[src/rtl/mem_arbiter.sv]
// mem_arbiter: puts the datapath's fetch port (i_*) and data port (d_*) onto
// one single-ported, variable-latency memory bus (m_*), one transaction at a
// time.
//
// Features:
//   - Round-robin arbitration when both ports request in the same cycle.
//   - Misaligned fetches are rejected without touching memory.
//   - A response timeout, so a dead slave cannot hang the core.
//
// Ports:
//   clk, nrst                      clock, asynchronous active-low reset
//   i_req/i_addr -> i_gnt          fetch request; grant is combinational
//   i_rvalid/i_rdata/i_err         fetch response, one-cycle pulse
//   d_req/d_we/d_be/d_addr/d_wdata data request -> d_gnt (combinational)
//   d_rvalid/d_rdata/d_err         data response (loads and stores)
//   m_req/m_we/m_be/m_addr/m_wdata memory request, held until m_ack
//   m_ack/m_rdata                  memory completion and read data
module mem_arbiter #(
    parameter int ADDR_W  = 32,
    parameter int DATA_W  = 32,
    parameter int TIMEOUT = 255
) (
    input  logic                clk,
    input  logic                nrst,
    input  logic                i_req,
    input  logic [ADDR_W-1:0]   i_addr,
    output logic                i_gnt,
    output logic                i_rvalid,
    output logic [DATA_W-1:0]   i_rdata,
    output logic                i_err,
    input  logic                d_req,
    input  logic                d_we,
    input  logic [DATA_W/8-1:0] d_be,
    input  logic [ADDR_W-1:0]   d_addr,
    input  logic [DATA_W-1:0]   d_wdata,
    output logic                d_gnt,
    output logic                d_rvalid,
    output logic [DATA_W-1:0]   d_rdata,
    output logic                d_err,
    output logic                m_req,
    output logic                m_we,
    output logic [DATA_W/8-1:0] m_be,
    output logic [ADDR_W-1:0]   m_addr,
    output logic [DATA_W-1:0]   m_wdata,
    input  logic                m_ack,
    input  logic [DATA_W-1:0]   m_rdata
);
    localparam int BE_W  = DATA_W / 8;
    localparam int CNT_W = $clog2(TIMEOUT + 1);

    typedef enum logic [1:0] {IDLE, BUSY, ERR, RESP} state_t;

    state_t            state, nxt;
    logic              owner;       // 0 = fetch, 1 = data
    logic              last_owner;  // 0 = fetch, 1 = data
    logic [CNT_W-1:0]  cnt;
    logic [ADDR_W-1:0] addr_q;
    logic              we_q;
    logic [BE_W-1:0]   be_q;
    logic [DATA_W-1:0] wdata_q;
    logic [DATA_W-1:0] rdata_q;
    logic              err_q;
    logic              gnt_i, gnt_d;
    logic              tmo;

    assign tmo = (cnt == CNT_W'(TIMEOUT - 1));

    always_comb begin
        gnt_i = 1'b0;
        gnt_d = 1'b0;
        nxt   = state;
        case (state)
            IDLE: begin
                // On conflict, the port that did not win last time gets it.
                if (i_req && (!d_req || last_owner))
                    gnt_i = 1'b1;
                else if (d_req)
                    gnt_d = 1'b1;
                if (gnt_i)
                    nxt = (i_addr[1:0] != 2'b00) ? ERR : BUSY;
                else if (gnt_d)
                    nxt = BUSY;
            end
            BUSY:    if (m_ack || tmo) nxt = RESP;
            ERR:     nxt = RESP;
            RESP:    nxt = IDLE;
            default: nxt = IDLE;
        endcase
    end

    always_ff @(posedge clk or negedge nrst) begin
        if (!nrst) state <= IDLE;
        else       state <= nxt;
    end

    always_ff @(posedge clk or negedge nrst) begin
        if (!nrst) begin
            owner      <= 1'b0;
            last_owner <= 1'b0;
            cnt        <= '0;
            addr_q     <= '0;
            we_q       <= 1'b0;
            be_q       <= '0;
            wdata_q    <= '0;
            rdata_q    <= '0;
            err_q      <= 1'b0;
        end else begin
            if (gnt_i) begin
                owner      <= 1'b0;
                last_owner <= 1'b0;
                addr_q     <= i_addr;
                we_q       <= 1'b0;
                be_q       <= '1;
                wdata_q    <= '0;
            end else if (gnt_d) begin
                owner      <= 1'b1;
                last_owner <= 1'b1;
                addr_q     <= d_addr;
                we_q       <= d_we;
                be_q       <= d_be;
                wdata_q    <= d_wdata;
            end
            case (state)
                BUSY: begin
                    cnt <= cnt + 1'b1;
                    // An ack in the timeout cycle still counts as success.
                    if (m_ack) begin
                        rdata_q <= we_q ? '0 : m_rdata;
                        err_q   <= 1'b0;
                    end else if (tmo) begin
                        rdata_q <= '0;
                        err_q   <= 1'b1;
                    end
                end
                ERR: begin
                    rdata_q <= '0;
                    err_q   <= 1'b1;
                end
                RESP:    cnt <= '0;
                default: ;
            endcase
        end
    end

    // Grants are gated by nrst so that they are low while reset is held.
    assign i_gnt = gnt_i & nrst;
    assign d_gnt = gnt_d & nrst;

    assign m_req   = (state == BUSY);
    assign m_we    = m_req & we_q;
    assign m_be    = m_req ? be_q    : '0;
    assign m_addr  = m_req ? addr_q  : '0;
    assign m_wdata = m_req ? wdata_q : '0;

    assign i_rvalid = (state == RESP) & ~owner;
    assign d_rvalid = (state == RESP) &  owner;
    assign i_rdata  = i_rvalid ? rdata_q : '0;
    assign d_rdata  = d_rvalid ? rdata_q : '0;
    assign i_err    = i_rvalid & err_q;
    assign d_err    = d_rvalid & err_q;
endmodule

[config.mk]
export PLATFORM = sky130hd
export DESIGN_NAME = mem_arbiter
export DESIGN_NICKNAME = d
export VERILOG_FILES = /design/src/rtl/mem_arbiter.sv
export SDC_FILE = /design/constraint.sdc
export NUM_CORES = 1
export LEC_CHECK = 0
export CELL_PAD_IN_SITES_DETAIL_PLACEMENT = 1
export CELL_PAD_IN_SITES_GLOBAL_PLACEMENT = 1
export CORE_MARGIN = 4
export CORE_UTILIZATION = 32
export DETAILED_ROUTE_END_ITERATION = 7
export GPL_TIMING_DRIVEN = 0
export HOLD_SLACK_MARGIN = 0.08
export MAX_ROUTING_LAYER = met4
export PLACE_DENSITY = 0.86
export RECOVER_POWER = 25
export SYNTH_ARGS = -nofsm -noshare
export SYNTH_HDL_FRONTEND = slang
export SYNTH_SLANG_ARGS = --single-unit
export TNS_END_PERCENT = 1
[constraint.sdc]
create_clock -name clk -period 4.2 [get_ports clk]
set_input_delay 0.63 -clock clk [delete_from_list [all_inputs] [get_ports clk]]
set_output_delay 0.63 -clock clk [all_outputs]
set_load 0.05 [all_outputs]
# After elaboration in Yosys (flattened, before gate mapping)
# Index checks and enable logic that the tools add are counted.
# word_totals
register_bits	113
inputBits	138
output_inout_bits	140
elab_cells	71
# op_classes
n_addsub	1
eq_ne	7
n_mux	35
bitwise	8
n_reduce_logical	11
# ops
op	n
32-bit two-way mux	11
32-bit one-hot mux with 2 select lines	1
8-bit one-hot mux with 2 select lines	1
1-bit two-way mux	13
4-bit two-way mux	3
8-bit by 1-bit adder with 8-bit output, second input constant	1
8-bit equality test, second input constant	1
2-bit two-way mux	4
2-bit one-hot mux with 4 select lines	1
2-bit nonzero test	4
1-bit bitwise AND	7
2-bit equality test, second input constant	2
2-bit AND reduction	2
3-bit by 1-bit != test with 1-bit output, second input constant	1
3-bit != test, second input constant	1
2-bit by 1-bit equality test with 1-bit output, second input constant	1
2-bit zero test	1
1-bit logical OR	2
2-bit by 1-bit != test with 1-bit output, second input constant	1
1-bit one-hot mux with 2 select lines	1
1-bit logical AND	1
1-bit zero test	1
1-bit NOT	1

# Longest topological paths before layout
# logic_depth
depth_word	8
ltp_mapped	8
ltp_nobuf	6

# Worst setup path before layout
# Ideal clock, no wire load.
# synth_timing
path_kind	register -> output
startpoint	register state[1]
endpoint	output port m_addr[10]
arrival_ps	1968
t_required_ps	3570
setup_slack_ps	1602
path_stages_with_launch	6
n_path_buf	2
cell_sequence	dfrtp_1 > inv_1 > ha_1 > clkbuf_1 > clkbuf_1 > and2_1
# synth_via
elab_chain_len	2
# synth_lines
element	line	rtl
start: declaration	53	state_t state, nxt;
start signal: assignment	93	else state <= nxt;
2-bit by 1-bit equality test with 1-bit output	149	assign m_req = (state == BUSY);
net m_req	40	output logic m_req,
32-bit two-way mux	152	assign m_addr = m_req ? addr_q : '0;
end: declaration	43	output logic [ADDR_W-1:0] m_addr,
# The timed path passes the listed nets, and every way through them passes these cells.

# Worst setup path after layout
# layout_timing
startpoint	register state[1]
endpoint	output port m_addr[23]
# layout_via
elab_chain_len	2
# layout_lines
element	line
2-bit by 1-bit equality test with 1-bit output	149
32-bit two-way mux	152
# Every way passes these cells.

==> impl_metrics.py <==
metrics = {
    "power": {
        "power_frac_seq_pct": 24.8,
        "p_comb_share_pct": 56.2,
        "swShare_pct": 46.34,
        "p_int_mw": 3.764,
        "power_switching_mw": 3.250,
        "p_per_area_mw_per_mm2": 752.1,
        "power_leakage_nw": 4.236,
        "p_clk_share_pct": 19.0,
        "peakVddDrop_v": 0.0003355,
    },
    "logic_synthesis": {
        "synthArstFlopShare_pct": 100.0,
        "synth_fa_ha_area_share_pct": 1.311,
        "synth_mux_area_share_pct": 6.139,
        "synth_xor_area_share_pct": 0.7647,
        "synthSimpleGateAreaFrac_pct": 22.50,
        "yosysSeqAreaShare_pct": 49.38,
        "netlist_area_mm2": 0.005727,
        "syn-num-nets": 734,
        "synth_cell_types": 36,
        "ys.flop_type": "dfrtp_1",
        "synth_compound_area_share_pct": 12.96,
        "yosysWarnings": 0,
        "synth_cells": 590,
        "synth_top_family_by_area": "simple AND/OR/NAND/NOR gates",
        "synth_edf_count": 0,
        "avgSynthCellArea_um2": 9.706,
        "ys_ff_latch": 113,
    },
    "worst_setup_path": {
        "cp.arrival_ns": 3.12,
        "r2r-end": "cnt[6]",
        "r2r-start": "state[1]",
        "worstPathRequired_ns": 3.57,
        "r2r_slack_ns": 2.31,
        "start_kind": "flip-flop",
        "critPathCaptureType": "output pin",
        "reg2regPathDepth": 6,
        "critPathKind": "reg2out",
        "cp_max_fo": 10,
    },
    "clock_network": {
        "tritoncts": "built",
        "ctsResizeCount": 0,
        "ctsLongestPathBuffers": 2,
        "cts_buffers": 17,
        "cts-hold-fix-buffers": 0,
        "cts_root_buf": "clkbuf_16",
        "insertion_delay_ns": 0.41,
        "cts.clk_slew.worst_paths_ns": 0.05,
        "post-cts-setup-buffer-count": 0,
        "cts.sinks": 113,
        "cts_max_level": 4,
    },
    "final_layout": {
        "final_cells": 1123,
        "final_core_util_pct": 53.55,
        "insertedDiodeCount": 0,
        "final_common_cell": "clkdlybuf4s50_1",
        "nNetsFinal": 1031,
        "final_cell_mix": "276 x clkdlybuf4s50_1, 113 x dfrtp_1, 103 x and2_1",
        "area_growth_pct": 62.86,
        "post_route_cells_drive_above_1_share_pct": 6.570,
    },
    "route": {
        "drtAntennaViolNets": 0,
        "drtIter0Drc": 177,
        "drt-pass1-iter-count": 4,
        "drc": 0,
        "drt-total-wl_mm": 21.53,
        "routed-via-count": 5461,
        "wl_per_cell_um": 19.17,
        "viasPerCell": 4.863,
    },
    "grt": {
        "grt_pass1_wl_mm": 34.09,
        "grt_max_degree": 70,
        "grt.overflow.total": 0,
        "grt_pass1_vias": 6185,
        "globalRouteTotalUtil_pct": 22.38,
        "grt_antenna_before_repair": 0,
    },
    "floorplan": {
        "die_w_um": 141.8,
        "ios": 278,
        "core.rowCount": 48,
        "die_height_um": 141.8,
        "coreArea_mm2": 0.01742,
        "initial_core_util_pct": 32.88,
        "dieArea_mm2": 0.02010,
    },
    "timing": {
        "fin_crit_ns": 3.750,
        "tns_ns": 0,
        "worst_clock_skew_ns": 0.008931,
        "min_period_over_period_pct": 89.29,
        "max_slew_margin_pct": -19.98,
        "tightest_slew_ns": 1.800,
        "finalSetupViolations": 0,
        "finalHoldViolCount": 0,
        "max_freq_mhz": 266.6,
        "grt_setup_unrepaired": "no",
        "slew_violations": 70,
    },
    "outcome": {
        "violations": "capacitance limit, slew limit",
        "status": "finished, violations left",
    },
    "flow_run": {
        "maxCapViolations": 1,
    },
    "place": {
        "dp.cells": 1093,
        "io_buffers": 277,
        "gp_congestion": 0.8323,
        "place_hpwl_mm": 16.51,
    },
    "worst_hold_path": {
        "hp-class": "in2async",
    },
}
[cells by family after synthesis]
kind of cell / Yosys count
AOI/OAI and AO/OA: 115
xor gates and xnor gates: 5
and+or+nand+nor: 229
adders and majority gates: 6
buffers and inverters: 87
muxes: 35
DFF: 113
[power groups by stage]
stage          Sequential, mW  Clock [mW]  Combinational (mW)
2_1_floorplan            1.66           0                2.66
3_5_place_dp             1.76           0                3.97
6_report                 1.74        1.33                3.94
4_1_cts                  1.74        1.37                4.00
3_3_place_gp             1.73           0                3.88
5_1_grt                  1.80        1.43                4.24
[metrics by stage]
| step | power, mW | setup WS (ns) | hold WS [ns] | instance area (um2) |
|---|---|---|---|---|
| floorplan | 4.317 | 1.602 | 0.3344 | 5727 |
| global placement | 5.603 | -2.858 | 0.4646 | 8781 |
| detailed placement | 5.730 | 0.7348 | 0.4732 | 8810 |
| CTS | 7.108 | 0.3130 | 0.1523 | 9349 |
| global route | 7.460 | 0.1842 | 0.1629 | 9326 |
| finish | 7.014 | 0.4497 | 0.1402 | 9326 |
[flip-flops by register name, indices dropped and copies added, names as in the netlist]
name,count
err_q,1
addr_q,32
we_q,1
state,2
rdata_q,32
wdata_q,32
cnt,8
last_owner,1
be_q,4
[synthesized netlist by cell type (2+ instances only)]
cell type | instances | area, um2
clkbuf_1 | 23 | 86.33
a22o_1 | 33 | 289.0
buf_2 | 12 | 60.06
and2_1 | 103 | 644.4
dfrtp_1 | 113 | 2828
buf_6 | 4 | 45.04
nand4_1 | 4 | 25.02
a21oi_1 | 34 | 170.2
inv_1 | 40 | 150.1
and3_1 | 34 | 212.7
xor2_1 | 4 | 35.03
ha_1 | 6 | 75.07
nor2_1 | 43 | 161.4
nor2b_1 | 2 | 12.51
o21ai_1 | 18 | 90.09
mux2i_1 | 34 | 340.3
or3_1 | 2 | 12.51
buf_4 | 6 | 45.04
nand3_1 | 33 | 165.2
o22ai_1 | 2 | 12.51
nand2_1 | 5 | 18.77
o22a_1 | 4 | 35.03
o21ai_0 | 18 | 90.09
[final cells by class]
cell class | instances | area (um2)
clock inverters | 6 | 57.56
inverters | 41 | 153.9
fillers | 1963 | 8090
plain buffers | 46 | 244.0
flip-flops and latches | 113 | 2828
well taps | 225 | 281.5
multi-input cells | 390 | 2501
clock buffers | 24 | 481.7
repair buffers | 278 | 2779
[how the worst max path moves through the flow]
stage,from,endpoint,slack (ns)
after CTS,state[1],m_addr[23],0.31
after global placement,nrst,d_gnt,-2.86
after global routing,state[1],m_addr[23],0.18
after floorplan,state[1],m_addr[10],1.60
final,state[1],m_addr[23],0.45
after detailed placement,d_req,i_gnt,0.73
[routing by layer]
| layer | global-route usage, % | wire length (um) | part of all wire [%] |
|---|---|---|---|
| met2 | 37.09 | 10580 | 49 |
| met5 | - | 0 | 0 |
| met3 | 6.775 | 1642 | 7.6 |
| met4 | 7.071 | 481 | 2.2 |
| met1 | 26.13 | 8825 | 41 |
[worst max-delay path: stages (launching register included)]
cell	delay, ns
dfrtp_1	0.40
inv_1	0.09
ha_1	0.25
clkbuf_1	0.54
clkbuf_1	0.36
and2_1	0.23
clkdlybuf4s50_1	0.83
Power figures use the tool's default switching activity.
